## src/rtl/apes_pkg.sv

```systemverilog
// rtl/apes_pkg.sv - shared types and constants for the pulse counter bank
package apes_pkg;

    typedef enum logic {
        IDLE  = 1'b0,
        COUNT = 1'b1
    } state_e;

    localparam logic MODE_SINGLE = 1'b0;
    localparam logic MODE_CONT   = 1'b1;

    localparam int DEF_NCH   = 50;
    localparam int DEF_CNT_W = 10;

endpackage

```

## src/rtl/pulse_ch.sv

```systemverilog
// rtl/pulse_ch.sv - one channel: synchroniser, edge detect, stim mux, saturating live counter
module pulse_ch
    import apes_pkg::*;
#(
    parameter int CNT_W = DEF_CNT_W
) (
    input  logic             clk50,
    input  logic             rst_n,
    input  logic             inpulse,
    input  logic             stim_pulse,
    input  logic             stim_en,
    input  logic             cnt_en,
    input  logic             clr,
    input  logic             term,
    output logic [CNT_W-1:0] fin_cnt,
    output logic             fin_sat
);

    localparam logic [CNT_W-1:0] CNT_MAX = '1;

    logic             sync1_q, sync1_d;
    logic             sync2_q, sync2_d;
    logic             prev_q, prev_d;
    logic [CNT_W-1:0] live_q, live_d;
    logic             sat_q, sat_d;
    logic             edge_p;

    always_comb begin
        sync1_d = inpulse;
        sync2_d = sync1_q;
        prev_d  = sync2_q;
        edge_p  = stim_en ? stim_pulse : (sync2_q & ~prev_q);

        // Count including this cycle's edge; this is also what the shadow takes on the terminal cycle.
        fin_cnt = (edge_p && (live_q != CNT_MAX)) ? live_q + 1'b1 : live_q;
        fin_sat = sat_q | (edge_p && (live_q >= CNT_MAX - 1'b1));

        live_d = live_q;
        sat_d  = sat_q;
        if (clr || term) begin
            live_d = '0;
            sat_d  = 1'b0;
        end else if (cnt_en) begin
            live_d = fin_cnt;
            sat_d  = fin_sat;
        end
    end

    always_ff @(posedge clk50) begin
        if (!rst_n) begin
            sync1_q <= 1'b0;
            sync2_q <= 1'b0;
            prev_q  <= 1'b0;
            live_q  <= '0;
            sat_q   <= 1'b0;
        end else begin
            sync1_q <= sync1_d;
            sync2_q <= sync2_d;
            prev_q  <= prev_d;
            live_q  <= live_d;
            sat_q   <= sat_d;
        end
    end

endmodule

```

## src/rtl/pulse_counter_bank.sv

```systemverilog
// rtl/pulse_counter_bank.sv - multi-channel windowed pulse counter with shadow bank and read port
module pulse_counter_bank
    import apes_pkg::*;
#(
    parameter int NCH      = DEF_NCH,
    parameter int CNT_W    = DEF_CNT_W,
    parameter int WIN_W    = 24,
    parameter int STIM_DIV = 500,
    localparam int AW      = (NCH > 1) ? $clog2(NCH) : 1
) (
    input  logic             clk50,
    input  logic             rst_n,
    input  logic [NCH-1:0]   inpulse,
    input  logic             stim_en,
    input  logic             mode,
    input  logic [WIN_W-1:0] win_len,
    input  logic             cnt_start,
    input  logic             cnt_clr,
    output logic             cnt_done,
    output logic             busy,
    output logic             sat_any,
    input  logic [AW-1:0]    rd_addr,
    output logic [CNT_W-1:0] rd_data
);

    localparam int               DIV_W    = $clog2(STIM_DIV);
    localparam logic [DIV_W-1:0] DIV_LAST = DIV_W'(STIM_DIV - 1);

    state_e           state_q, state_d;
    logic [WIN_W-1:0] win_q, win_d, win_load;
    logic [DIV_W-1:0] div_q, div_d;
    logic             stim_q, stim_d;
    logic             done_q, done_d;
    logic             sat_any_q, sat_any_d;
    logic [CNT_W-1:0] rd_q, rd_d;
    logic [CNT_W-1:0] shadow_q [NCH];
    logic [CNT_W-1:0] shadow_d [NCH];
    logic [CNT_W-1:0] fin_cnt [NCH];
    logic [NCH-1:0]   fin_sat;
    logic             cnt_en, term, start_ok, clr_live;

    always_comb begin
        div_d    = (div_q == DIV_LAST) ? '0 : div_q + 1'b1;
        stim_d   = (div_q == DIV_LAST);
        win_load = (win_len == '0) ? '0 : win_len - 1'b1;
        cnt_en   = (state_q == COUNT);
        term     = cnt_en && (win_q == '0);
        start_ok = (state_q == IDLE) && cnt_start && !cnt_clr;
        clr_live = cnt_clr || start_ok;

        state_d   = state_q;
        win_d     = win_q;
        done_d    = 1'b0;
        sat_any_d = sat_any_q;
        shadow_d  = shadow_q;

        if (cnt_clr) begin
            state_d   = IDLE;
            sat_any_d = 1'b0;
            for (int i = 0; i < NCH; i++) shadow_d[i] = '0;
        end else if (start_ok) begin
            state_d = COUNT;
            win_d   = win_load;
        end else if (term) begin
            done_d    = 1'b1;
            sat_any_d = |fin_sat;
            for (int i = 0; i < NCH; i++) shadow_d[i] = fin_cnt[i];
            case (mode)
                MODE_SINGLE: state_d = IDLE;
                MODE_CONT:   win_d   = win_load;
            endcase
        end else if (cnt_en) begin
            win_d = win_q - 1'b1;
        end

        // Reads the pre-update shadow when a window closes on the same edge.
        rd_d = (int'(rd_addr) < NCH) ? shadow_q[rd_addr] : '0;
    end

    always_ff @(posedge clk50) begin
        if (!rst_n) begin
            state_q   <= IDLE;
            win_q     <= '0;
            div_q     <= '0;
            stim_q    <= 1'b0;
            done_q    <= 1'b0;
            sat_any_q <= 1'b0;
            rd_q      <= '0;
            for (int i = 0; i < NCH; i++) shadow_q[i] <= '0;
        end else begin
            state_q   <= state_d;
            win_q     <= win_d;
            div_q     <= div_d;
            stim_q    <= stim_d;
            done_q    <= done_d;
            sat_any_q <= sat_any_d;
            rd_q      <= rd_d;
            shadow_q  <= shadow_d;
        end
    end

    for (genvar g = 0; g < NCH; g++) begin : g_ch
        pulse_ch #(
            .CNT_W(CNT_W)
        ) u_ch (
            .clk50      (clk50),
            .rst_n      (rst_n),
            .inpulse    (inpulse[g]),
            .stim_pulse (stim_q),
            .stim_en    (stim_en),
            .cnt_en     (cnt_en),
            .clr        (clr_live),
            .term       (term),
            .fin_cnt    (fin_cnt[g]),
            .fin_sat    (fin_sat[g])
        );
    end

    assign busy     = (state_q == COUNT);
    assign cnt_done = done_q;
    assign sat_any  = sat_any_q;
    assign rd_data  = rd_q;

endmodule

```

## config.mk

```make
export PLATFORM = sky130hd
export DESIGN_NAME = pulse_counter_bank
export DESIGN_NICKNAME = d
export VERILOG_FILES = /design/src/rtl/apes_pkg.sv /design/src/rtl/pulse_ch.sv /design/src/rtl/pulse_counter_bank.sv
export SDC_FILE = /design/constraint.sdc
export NUM_CORES = 2
export LEC_CHECK = 0
export ABC_AREA = 1
export CAP_MARGIN = 25
export CORE_ASPECT_RATIO = 1.75
export CORE_MARGIN = 2
export CORE_UTILIZATION = 49
export DETAILED_ROUTE_END_ITERATION = 10
export GPL_ROUTABILITY_DRIVEN = 0
export HOLD_SLACK_MARGIN = 0.15
export PLACE_DENSITY_LB_ADDON = 0.2
export SLEW_MARGIN = 20
export SYNTH_ARGS = -nofsm -noshare
export SYNTH_HDL_FRONTEND = slang
export SYNTH_SLANG_ARGS = --single-unit
```

## constraint.sdc

```tcl
create_clock -name clk50 -period 2.4 [get_ports clk50]
set_input_delay 0.36 -clock clk50 [delete_from_list [all_inputs] [get_ports clk50]]
set_output_delay 0.36 -clock clk50 [all_outputs]
set_load 0.02 [all_outputs]
```

==> flow_summary.ini <==
[finish]
ff_latch_area_sq_um = 25000
drive_above_1_share_pct = 7.64
fillers = 12100
syn2layout_area_growth_pct = 15.6
nNetsFinal = 9714
multi_input_area_sq_um = 30800

[route]
dr.pass1.iters = 9
num_vias = 60600
drt-total-wl_mm = 205
antenna_left = 0
drc = 0
drt-initial-drc-count = 4177
wire_per_inst_um = 18.2
vias_per_cell = 5.37

[cts]
cts_htree_levels = 3
clkTransAtPathRegs_ns = 0.07
cts_buffer_depth = 3
clockRootBuffer = clkbuf_16
numCtsBuffers = 117
clock_latency_ns = 0.75
cts_tree = done
cts.sink_count = 1247

[global_routing]
grt_pass1_vias = 58400
antenna_found_initial = 6
grt_pass1_wl_mm = 316
grt_overflow_total = 0
grt_usage_pct = 30.1
grt_max_degree = 199

[floorplan]
dieArea_sq_um = 133000
core_area_sq_um = 129000
initial_core_util_pct = 49.4
pin_count = 99
row_count = 174
die_x_um = 276
die_h_um = 480

[power_and_ir_drop]
p_per_area_nw_per_um2 = 614
power.total_mw = 45.1
peakVddDrop_uv = 518
p_leak_nw = 33.7

[sta]
period_share_pct = 94.9
setup_viol = 0
slew_violations = 0
min_period_ns = 2.28
skew_ns = 0.0273
hold_viol = 0
tightest_slew_ns = 1.04
fmax_mhz = 439
tns_ns = 0
relSlewSlack_pct = 30.4
rsz0062_at_grt = false

[hold_path]
min_path_cells = 3
holdPathEnd = g_ch[12].u_ch.sync1_q
hp-class = in -> reg
hp-start = inpulse[12]

[worst_setup_path]
r2r_cells = 12
end_kind = flop
r2r_start = win_q[1]
cp.arrival_ns = 2.97
path_class = in -> reg
critPathLaunchType = input port
reg2reg_slack_ns = 0.13
crit_path_max_fanout = 23
regToRegEndpoint = shadow_q[209]
crit_required_ns = 3.09

[synthesis]
seq_area_frac_synth_pct = 39.3
synth.cell_area_sq_um = 63500
syn_avg_cell_area_sq_um = 6.85
synth_seq_cells = 1247
synthCells = 9272
synth_fp_nets = 9463
synth_top_area_share_pct = 39.3
synth_cell_types = 44
synth_area_leader_cell = dfxtp_1
yosys-top-cells-area = dfxtp_1, o21ai_0, inv_1
yosysWarnings = 0

[run]
maxCapViolCount = 0

[run_status]
outcome = completed

[placement]
hpwl_mm = 148
placement.io_buffers = 98
[registers in the layout (all words and copies together), names as in the netlist, 9 cells and up]
| signal | cells |
|---|---|
| win_q | 24 |
| div_q | 9 |
| g_ch.u_ch.sat_q | 50 |
| shadow_q | 500 |
| g_ch.u_ch.live_q | 500 |
| rd_data | 10 |
| g_ch.u_ch.sync1_q | 50 |
| g_ch.u_ch.prev_d | 50 |
| g_ch.u_ch.prev_q | 50 |
[layout by cell type, fill, tap and decap left out, drive strengths merged]
cell type and n:
inv 1494, nand2 1445, o21ai 1270, dfxtp 1247
nor2 905, a21oi 895, buf 484, nand3 385
xor2 350, nor3 172, clkbuf 171, ha 105
clkdlybuf4s50 94, nand4 93, o21a 86, o21bai 75
xnor2 70, o211ai 56, nand3b 37, or2 34
o22ai 29, nor4 27, dlygate4sd3 27, clkinv 20
bufinv 14, clkinvlp 10, a211oi 8, a31oi 4
mux2i 3, o221ai 2, diode 1, o2bb2ai 1
and3 1, dlygate4sd2 1
[synth_stat cells, drive strengths merged]
master   count
inv       1493
nand2     1445
o21ai     1270
dfxtp     1247
nor2       905
a21oi      895
nand3      385
xor2       350
clkbuf     251
buf        225
nor3       172
ha         105
nand4       93
o21a        86
o21bai      75
xnor2       70
o211ai      56
nand3b      37
or2         34
o22ai       29
nor4        27
a211oi       8
a31oi        4
clkinv       3
mux2i        3
o221ai       2
and3         1
o2bb2ai      1
[cells by family (layout without fill, tap and decap cells)]
logic type	Yosys count	in the layout	share of synthesized area [%]
xor gates and xnor gates	420	420	5.79
AOI/OAI and AO/OA	2426	2426	20.1
other	0	1	0
muxes	3	3	0.0473
and+or+nand+nor	3099	3099	20.3
adders and majority gates	105	105	2.07
buffers and inverters	1972	2315	12.3
DFF	1247	1247	39.3
[area by class of cell]
cell class                 instances  area share, %
sequential                      1247           34.0
clock buffer                     169           4.65
antenna                            1        0.00341
multi-input combinational       6053           41.9
tap                             1672           2.85
inverter                        1496           7.69
clock inverter                    42          0.818
timing repair buffer             608           8.10
[power by group]
part,internal [mW],switching [mW],leakage (nW)
Clock,11.3,8.44,1.95
Combinational,1.38,2.56,21.6
Sequential,21.1,0.350,10.1
Total,33.8,11.3,33.7
[critical path, cell delays in order]
cell and delay, ns:
clkdlybuf4s50_1 0.47, clkinv_2 0.12, buf_12 0.20, buf_4 0.17, nand2_1 0.04, o21ai_0 0.53
nand3_1 0.48, nand2_1 0.23, nor2_1 0.07, nand2_1 0.06, nor2_1 0.04, nand2_1 0.05
nor2_1 0.04, nor2_1 0.06
[what timing repair did]
| action | CTS | global route |
|---|---|---|
| hold buffers | 27 | 0 |
| pin swaps | 0 | 1 |
| buffers inserted | 0 | 1 |
| endpoints found under the setup margin | 1 | 43 |
| gates resized for setup | 1 | 1 |
| hold endpoints to repair | 27 | 0 |
| gates cloned | 0 | 1 |
[per-stage QoR]
stage	instance area [sq um]	utilization, %	hold slack (ns)	worst slack, ns	instances
after floorplan	63500	-	0.390	0.538	9272
after global placement	69100	53.7	0.394	-0.523	11000
after detailed placement	69100	53.7	0.398	-0.552	11000
after CTS	73400	57.0	0.156	0.00438	11300
after global routing	73400	57.1	0.173	0.0237	11300
final	73400	57.1	0.171	0.121	11300
[how the worst max path moves through the flow]
stage	from	slack (ns)	to
CTS	win_q[1]	0.004	shadow_q[299]
global placement	stim_en	-0.52	shadow_q[128]
detailed placement	stim_en	-0.55	g_ch[37].u_ch.live_q[8]
finish	stim_en	0.12	sat_any
floorplan	busy	0.54	sat_any
global route	stim_en	0.02	g_ch[37].u_ch.live_q[8]
[per-layer routing]
metal,wire length (um),track usage [%]
met3,9830,3.96
met4,16200,21.7
met2,103000,55.3
met1,76000,31.4
met5,49,0
(Power assumes the default switching activity.)
